**config.mk**
```make
export PLATFORM = sky130hd
export DESIGN_NAME = seg_scan_display
export DESIGN_NICKNAME = d
export VERILOG_FILES = /design/src/rtl/seg_scan_display.sv
export SDC_FILE = /design/constraint.sdc
export NUM_CORES = 1
export LEC_CHECK = 0
export ABC_AREA = 1
export CAP_MARGIN = 10
export CORE_MARGIN = 4
export CORE_UTILIZATION = 50
export CTS_CLUSTER_DIAMETER = 120
export DETAILED_ROUTE_END_ITERATION = 10
export HOLD_SLACK_MARGIN = 0.03
export PLACE_DENSITY = 0.75
export SLEW_MARGIN = 25
export SYNTH_ARGS = -nofsm -noshare
export SYNTH_HDL_FRONTEND = slang
export SYNTH_SLANG_ARGS = --single-unit
```
**constraint.sdc**
```tcl
create_clock -name clk -period 2.28 [get_ports clk]
set_input_delay 0.456 -clock clk [delete_from_list [all_inputs] [get_ports clk]]
set_output_delay 0.456 -clock clk [all_outputs]
set_load 0.03 [all_outputs]
```
**src/rtl/seg_scan_display.sv**
```systemverilog
// Eight-digit common-anode 7-segment scanner.
// Inputs are captured into shadow registers once per full scan round, or on
// demand via refresh, so a displayed value never tears across digits.
// Digit anodes and segments are registered and active-low.
module seg_scan_display #(
    parameter int SCAN_CNT = 20000
) (
    input  logic        clk,
    input  logic        rst,
    input  logic [31:0] data,
    input  logic [7:0]  digit_en,
    input  logic [7:0]  dp_en,
    input  logic        refresh,
    output logic [7:0]  led_en,
    output logic [7:0]  seg
);

    localparam int                 CNT_W    = $clog2(SCAN_CNT);
    localparam logic [CNT_W-1:0]   CNT_LAST = CNT_W'(SCAN_CNT - 1);

    logic [CNT_W-1:0] cnt;
    logic [2:0]       idx;
    logic [31:0]      sh_data;
    logic [7:0]       sh_en;
    logic [7:0]       sh_dp;

    logic             digit_end;
    logic             load;
    logic [3:0]       nibble;
    logic [7:0]       glyph;
    logic [7:0]       led_next;
    logic [7:0]       seg_next;

    assign digit_end = (cnt == CNT_LAST);
    assign load      = refresh || (digit_end && (idx == 3'd7));

    // Dwell counter and digit index; idx wraps 7 -> 0 naturally in 3 bits.
    always_ff @(posedge clk) begin
        if (rst) begin
            cnt <= '0;
            idx <= '0;
        end else if (digit_end) begin
            cnt <= '0;
            idx <= idx + 3'd1;
        end else begin
            cnt <= cnt + CNT_W'(1);
        end
    end

    // Shadow capture at round end or on refresh (a coincident pair is one load).
    always_ff @(posedge clk) begin
        if (rst) begin
            sh_data <= '0;
            sh_en   <= '0;
            sh_dp   <= '0;
        end else if (load) begin
            sh_data <= data;
            sh_en   <= digit_en;
            sh_dp   <= dp_en;
        end
    end

    // Hex-to-segment decode of the current digit; glyph is the full byte with dp off.
    always_comb begin
        nibble = sh_data[{idx, 2'b00} +: 4];
        glyph  = 8'hFF;
        case (nibble)
            4'h0: glyph = 8'h03;
            4'h1: glyph = 8'h9F;
            4'h2: glyph = 8'h25;
            4'h3: glyph = 8'h0D;
            4'h4: glyph = 8'h99;
            4'h5: glyph = 8'h49;
            4'h6: glyph = 8'h41;
            4'h7: glyph = 8'h1F;
            4'h8: glyph = 8'h01;
            4'h9: glyph = 8'h09;
            4'hA: glyph = 8'h11;
            4'hB: glyph = 8'hC1;
            4'hC: glyph = 8'h63;
            4'hD: glyph = 8'h85;
            4'hE: glyph = 8'h61;
            4'hF: glyph = 8'h71;
            default: glyph = 8'hFF;
        endcase
        if (sh_en[idx]) begin
            led_next = ~(8'h01 << idx);
            seg_next = {glyph[7:1], ~sh_dp[idx]};
        end else begin
            led_next = 8'hFF;
            seg_next = 8'hFF;
        end
    end

    // Registered pin drivers; dark after reset until the first shadow load.
    always_ff @(posedge clk) begin
        if (rst) begin
            led_en <= 8'hFF;
            seg    <= 8'hFF;
        end else begin
            led_en <= led_next;
            seg    <= seg_next;
        end
    end

endmodule

```
Word level (Yosys, flattened, before mapping)
Memories as Yosys holds them, arrays and structs flattened. A register that Yosys moved wholly into a read port is not among the register bits.
Index checks and enable logic that the tools add are counted.

cells by class
  equal/unequal tests = 2
  shifts and indexed selects = 2
  add/sub/neg operators = 2
  $lt $le $gt $ge = 1
  bitwise gates (word level) = 3
  multiplexer cells = 4
  reduce and logical (&&, ||, !) cells = 4

operators with widths
  kind                     count
  $shiftx A32 B6 Y4        1
  $add A15 B1 Y15 const B  1
  $eq A15 B15 Y1 const B   1
  $not A8 Y8               1
  $shl A1 B3 Y8 const A    1
  $bmux W1 S3              2
  $lt A3 B4 Y1 const B     1
  $reduce_or A2 Y1         2
  $add A3 B1 Y3 const B    1
  $eq A3 B3 Y1 const B     1
  $mux W1                  2
  $not A1 Y1               2
  $logic_and A1 B1 Y1      1
  $logic_or A1 B1 Y1       1

storage, ports and cells
  flip-flop bits (word level) = 82
  memories = 1
  output and inout port bits = 16
  ROM bits = 112

memory list
  name             depth  bits a word  rd ports  clocked after memory_dff  write ports  line  source
  (no name shown)  16     7            1         1                         0            67    case (nibble)

Longest topological paths before layout
Gate-level depths: netlist (run 1).

  depth in word-level cells = 4
  mapped depth = 12

Worst setup path before layout (run 1)
Ideal clock, no wire load.

  path kind = reg2reg
  start point = register idx[0]
  end point = register seg[4]
  required time = 2.159 ns
  cell stages (with the launch flop) = 13
  arrival time = 1.628 ns
  setup slack = 0.532 ns
  cell sequence = dfxtp_1 -> buf_2 -> buf_6 -> buf_2 -> o21ai_0 -> nand3_1 -> nand2_1 -> inv_1 -> ha_1 -> nand3_1 -> nand2_1 -> nand2_1 -> nand3_1

between the ends
  cells in the longest elaborated chain, start to end = 4

RTL lines
  what                                                                       line  source
  start: declaration                                                         22    logic [2:0] idx;
  start signal: assignment                                                   44    idx <= idx + 3'd1;
  parallel branches: the longest is 4 deep, another holds $shiftx A32 B6 Y4  n/a
  end: declaration                                                           15    output logic [7:0] seg

Parallel ways; which one is timed is not known. The select of a mux whose other input is x is not followed.
A chain may end at the register's enable or synchronous reset.

Worst setup path after layout (run 1)
  start point = register idx[0]
  end point = register seg[7]

The elaborated chain is that of the path after synthesis.

==> results of run 1 <==
## layout by cell type, fill, tap and decap left out, types with 3 or more instances in the layout
| cell type | n |
|---|---|
| a21oi_1 | 27 |
| a21oi_2 | 40 |
| buf_12 | 3 |
| buf_4 | 8 |
| clkbuf_8 | 13 |
| clkdlybuf4s50_1 | 66 |
| dfxtp_1 | 82 |
| ha_1 | 13 |
| inv_1 | 50 |
| inv_2 | 4 |
| nand2_1 | 125 |
| nand2_2 | 3 |
| nand3_1 | 78 |
| nand3b_1 | 17 |
| nor2_1 | 77 |
| nor3_1 | 3 |
| o211ai_1 | 8 |
| o21ai_0 | 14 |
## how the worst min path moves through the flow
stage                              to               from  cells past startpoint  slack, ns
floorplan           cnt[0]$_SDFF_PP0_  cnt[0]$_SDFF_PP0_                      1       0.42
global placement    cnt[0]$_SDFF_PP0_  cnt[0]$_SDFF_PP0_                      1       0.43
detailed placement  cnt[0]$_SDFF_PP0_  cnt[0]$_SDFF_PP0_                      1       0.44
CTS                 cnt[0]$_SDFF_PP0_  cnt[0]$_SDFF_PP0_                      1       0.45
global route        cnt[0]$_SDFF_PP0_  cnt[0]$_SDFF_PP0_                      1       0.49
finish              cnt[0]$_SDFF_PP0_  cnt[0]$_SDFF_PP0_                      1       0.45
## power groups by stage
stage                     sequential [mW]  combinational [mW]  clock (mW)
final                                1.53               0.418        1.01
after global routing                 1.53               0.474        1.10
after CTS                            1.52               0.424        1.03
after detailed placement             1.56               0.421           0
after global placement               1.56               0.417           0
after floorplan                      1.57               0.241           0
## final cells by class
type                    count  area [um2]  share of cell area, %
flip-flops and latches     82        1642                  32.18
clock inverters             1       7.507                 0.1472
repair buffers             77       780.7                  15.31
inverters                  57       215.2                  4.219
well taps                 105       131.4                  2.575
multi-input cells         412        2142                  41.99
clock buffers              14       182.7                  3.581
## per-stage QoR
| stage | setup slack [ns] | instance area [um2] |
|---|---|---|
| after floorplan | 0.5315 | 4188 |
| after global placement | 0.3406 | 4911 |
| after detailed placement | 0.2821 | 4911 |
| after CTS | 0.2762 | 5101 |
| after global routing | 0.05837 | 5101 |
| final | 0.2791 | 5101 |
## cells by family (layout without fill, tap and decap cells)
logic type               Yosys count  count (layout)  synth area share (%)
AND/OR/NAND/NOR                  308             308                 32.03
adder cells (fa/ha/maj)           13              13                 3.884
XOR/XNOR                           2               2                0.4184
buffers and inverters             92             149                 9.770
flip-flops                        82              82                 39.20
AO/OA/AOI/OAI                     89              89                 14.70
## metal layers
metal / vias up / wire [um]
li1: 1983 / -
met2: 81 / 4547
met1: 1705 / 4433
met4: 0 / 110
met5: - / 0
met3: 8 / 471
## critical path, delay by kind of cell (launching register included)
family	cells	cell delay [ns]
simple gates	8	0.75
fa+ha+maj	1	0.26
buf+inv	2	0.36
flops	1	0.53
## registers in the layout (all words and copies together), names as in the netlist
signal   flops
cnt         15
sh_data     32
sh_en        8
led_en       8
sh_dp        8
idx          3
seg          8
==> results.toml, run 1 <==
[placed_design]
dp_cells = 733
port-buffer-count = 66
finalWeightedCongestion = 0.8322
dp_hpwl_um = 6899

[synth]
syn_area_um2 = 4188
async_flop_share_pct = 0
ys_ff_latch = 82
synth.distinct_cells = 24
synth.most_common_cell = "nand2_1"
yosysWarnings = 0
synth_area_per_cell_um2 = 7.146
yosys.area.top_type = "dfxtp_1"
synthCells = 586
synth_commonest_cells = "nand2_1 (125), dfxtp_1 (82), nand3_1 (78)"
synth-main-ff-cell = "dfxtp_1"
synth_seq_area_share_pct = 39.20
synth_area_leaders = "dfxtp_1 (39%), nand2_1 (11%), nand3_1 (9.3%), a21oi_2 (8.4%), nor2_1 (6.9%)"
synth_edf_count = 0
yosysTopAreaCellShare_pct = 39.20
syn-num-nets = 650

[setup_path]
crit_slowest_cell = "dfxtp_1"
worstPathMaxFanout = 14
cpPeakStageDelay_ns = 0.53
worstPathArrival_ns = 2.23
end_kind = "flip-flop"
worstPathCellList = "buf_4 -> nand2_1 -> nand3_1 -> nand3_1 -> nand2_1 -> inv_1 -> ha_1 -> nand3_1 -> nand2_1 -> nand2_1 -> nand3_1"
rr_startpoint = "idx[0]$_SDFFE_PP0P_"
worstSetupEndpoint = "seg[7]$_SDFF_PP1_"
regToRegSetupSlack_ns = 0.28
cp-startpoint = "idx[0]$_SDFFE_PP0P_"
critical_path_required_ns = 2.51
worstReg2RegEnd = "seg[7]$_SDFF_PP1_"
reg2reg_depth = 11
path_class = "reg -> reg"
cp-start-kind = "flip-flop"

[power]
switching_share_pct = 25.29
switching_power_uw = 747.6
finalPower_mw = 2.956
powerDensity_nw_per_um2 = 579.5
p_comb_share_pct = 14.2
power.internal_mw = 2.209
clkPwrFrac_pct = 34.3
worst_ir_drop_vdd_mv = 0.2882
leakage_nw = 2.167
seqPwrFrac_pct = 51.6

[route]
wl_per_cell_um = 12.78
dr.pass1.iters = 4
vias_per_cell = 5.049
routed_wl_um = 9562
ant_nets = 0
vias = 3777
first_iter_violations = 215
post-route-drc-count = 0

[cts]
cts_setup_buffers = 0
cts.clk_slew.worst_paths_ns = 0.08
cts_num_sinks = 82
cts-root-buf = "clkbuf_8"
cts.path.max_buffers = 2
tritoncts = "done"
clkLatencyLatePin_ns = 0.36
ctsResizeCount = 0
cts_buffers = 9
htree_levels = 3
cts_hold_buf = 0

[sta]
fin_worst_skew_ns = 0.01290
fmaxAchievable_mhz = 499.8
holdWs_ns = 0.4496
drv_slew = 0
finalHoldViolations = 0
setup_viol = 0
fin_crit_sh_pct = 87.76
finalCriticalPeriod_ns = 2.001
fin_setup_tns_ns = 0
rsz0062_at_grt = "false"
tightest_slew_ns = 0.5166
relSlewSlack_pct = 65.56

[floorplanning]
io_pins = 67
rows = 33
start_util_pct = 51.22
die_w_um = 99.52
core_um2 = 8175
die_area_um2 = 9903
fp.dieH_um = 99.52

[final_layout]
n_fill_cell = 773
area.growth.synth_to_final_pct = 21.81
post-route-util_pct = 62.40
drive_gt1_share_pct = 11.98
finalNetCount = 703
diodes = 0
final_cells = 748

[grt]
busiest_layer = "met2"
grt_pass1_vias = 3546
use_met2_pct = 33.37
use_met1_pct = 27.30
use_met3_pct = 4.348
grt_pass1_wl_um = 16500
antenna_found_initial = 0
grtUsageTotal_pct = 20.39
grt_max_degree = 72
overflow = 0

[hold_path]
hp-class = "reg -> reg"

[job]
maxCapViolations = 0

[run_status]
status = "finished clean"
Note: power is estimated with default switching activity, not from simulation.
==> run 2: changes to the inputs <==
--- a/config.mk
+++ b/config.mk
@@ -13,6 +13,7 @@
 export DETAILED_ROUTE_END_ITERATION = 10
 export HOLD_SLACK_MARGIN = 0.03
 export PLACE_DENSITY = 0.75
+export REMOVE_ABC_BUFFERS = 1
 export SLEW_MARGIN = 25
 export SYNTH_ARGS = -nofsm -noshare
 export SYNTH_HDL_FRONTEND = slang
==> run 2 against run 1 <==
  * Flip-flop and latch count is the same
  * Worst hold slack improved by 0.011 ns
  * Critical path depth rose by 1
  * Routed wire length down 0.62%
  * Die area is the same
  * Final cell count up 0.13%
  * Via count increased by 2.4%
  * Clock skew decreased by 0.0066 ns
  * Utilization up 1.4 points
  * Largest cell class unchanged
  * Non-clock buffer count unchanged
  * Combinational power barely moved
  * Critical endpoint unchanged
  * Count of clock-buffer cells in the layout down 4
==> results.toml, run 2 (synthesized netlist as in run 1, its figures left out) <==
[sta]
setup_viol = 0
relSlewSlack_pct = 71.67
finalCriticalPeriod_ns = 1.932
fin_crit_sh_pct = 84.75
fmaxAchievable_mhz = 517.5
fin_worst_skew_ns = 0.006312
finalHoldViolations = 0
fin_setup_tns_ns = 0
holdWs_ns = 0.4609
rsz0062_at_grt = "false"
tightest_slew_ns = 0.4245
drv_slew = 0

[route]
dr.pass1.iters = 4
vias_per_cell = 5.162
routed_wl_um = 9503
first_iter_violations = 140
wl_per_cell_um = 12.69
ant_nets = 0
post-route-drc-count = 0
vias = 3866

[floorplanning]
core_um2 = 8175
io_pins = 67
die_area_um2 = 9903
die_w_um = 99.52
start_util_pct = 51.22
fp.dieH_um = 99.52
rows = 33

[final_layout]
largest-register = "sh_data"
drive_gt1_share_pct = 12.11
finish.instance_area_um2 = 5214
largest_registers = "sh_data x32, cnt x15"
finalNetCount = 703
area.growth.synth_to_final_pct = 24.50
largest_reg_flops = 32
diodes = 0
final_cell_mix = "nand2_1 (125), dfxtp_1 (82), nand3_1 (78), nor2_1 (77), clkdlybuf4s50_1 (66)"
final_common_cell = "nand2_1"

[setup_path]
critical_path_buf_inv_count = 3
worstReg2RegEnd = "seg[7]$_SDFF_PP1_"
reg2reg_depth = 12
cp-start-kind = "flip-flop"
worstPathCellList = "buf_12 -> inv_2 -> nand2_1 -> nand3_1 -> nand3_1 -> nand2_1 -> inv_1 -> ha_1 -> nand3_1 -> nand2_1 -> nand2_1 -> nand3_1"
rr_startpoint = "idx[0]$_SDFFE_PP0P_"
cp_top_family = "simple AND/OR/NAND/NOR gates"
critical_path_required_ns = 2.51
path_class = "reg -> reg"
worstPathArrival_ns = 2.17
crit_slowest_cell = "dfxtp_1"
cpPeakStageDelay_ns = 0.33
end_kind = "flip-flop"
worstPathMaxFanout = 44
regToRegSetupSlack_ns = 0.35

[hold_path]
hp-class = "reg -> reg"
min_from = "cnt[0]$_SDFF_PP0_"
hold_end = "cnt[0]$_SDFF_PP0_"
hold_depth = 1

[cts]
cts.clk_slew.worst_paths_ns = 0.08
htree_levels = 3
clkLatencyLatePin_ns = 0.36
cts.path.max_buffers = 2
cts_num_sinks = 82
cts_buffers = 9
ctsResizeCount = 0
cts-root-buf = "clkbuf_8"
cts_hold_buf = 0
cts_setup_buffers = 0
tritoncts = "done"

[power]
worst_ir_drop_vdd_mv = 0.3160
leakage_nw = 2.220
powerDensity_nw_per_um2 = 639.3

[placed_design]
post_dp_cell_area_um2 = 4949
port-buffer-count = 66
dp_hpwl_um = 6671
finalWeightedCongestion = 0.9585

[grt]
overflow = 0
antenna_found_initial = 0
grt_max_degree = 51
grt_pass1_vias = 3787
grt_pass1_wl_um = 16500
grtUsageTotal_pct = 20.08

[job]
maxCapViolations = 0

[run_status]
status = "finished clean"
==> run 2: cell types whose count changed in the layout (fill, tap and decap cells not counted), moves of 3 or more <==
cell	change
clkbuf_8	-4
buf_4	-3
buf_12	+3
bufinv_16	+4
==> run 2: layer usage <==
layer / global-route usage [%] / wire length [um]
met1: 24.90 / 4258
met2: 33.78 / 4507
met3: 4.558 / 522
met4: 7.983 / 216
met5: 0 / 0
==> run 2: worst max path at each step <==
stage,slack (ns),to,cells past startpoint,from
after global placement,0.42,seg[2]$_SDFF_PP1_,12,idx[0]$_SDFFE_PP0P_
after CTS,0.36,seg[7]$_SDFF_PP1_,12,idx[0]$_SDFFE_PP0P_
after global routing,0.13,seg[7]$_SDFF_PP1_,12,idx[0]$_SDFFE_PP0P_
after detailed placement,0.38,seg[7]$_SDFF_PP1_,12,idx[0]$_SDFFE_PP0P_
final,0.35,seg[7]$_SDFF_PP1_,12,idx[0]$_SDFFE_PP0P_
after floorplan,-0.81,sh_data[17]$_SDFFE_PP0P_,4,refresh
==> run 2: cell type report <==
cell class	instances	area, um2
Fill cell	730	2962
Multi-Input combinational cell	412	2142
Sequential cell	82	1642
Timing Repair Buffer	77	818.3
Inverter	57	215.2
Clock inverter	6	137.6
Tap cell	105	131.4
Clock buffer	10	127.6
==> run 2: stage by stage <==
step | std cells | utilization [%] | power, mW | setup slack [ns]
floorplan | 551 | - | 1.805 | -0.8085
global placement | 733 | 60.53 | 1.967 | 0.4199
detailed placement | 733 | 60.53 | 1.976 | 0.3848
CTS | 749 | 63.77 | 3.346 | 0.3635
global route | 749 | 63.77 | 3.467 | 0.1273
finish | 749 | 63.77 | 3.333 | 0.3476
==> run 2: where the power goes <==
part,switching (mW),internal [mW],total (mW)
logic,0.217,0.201,0.418
clock network,0.544,0.844,1.39
registers,0.0257,1.50,1.53
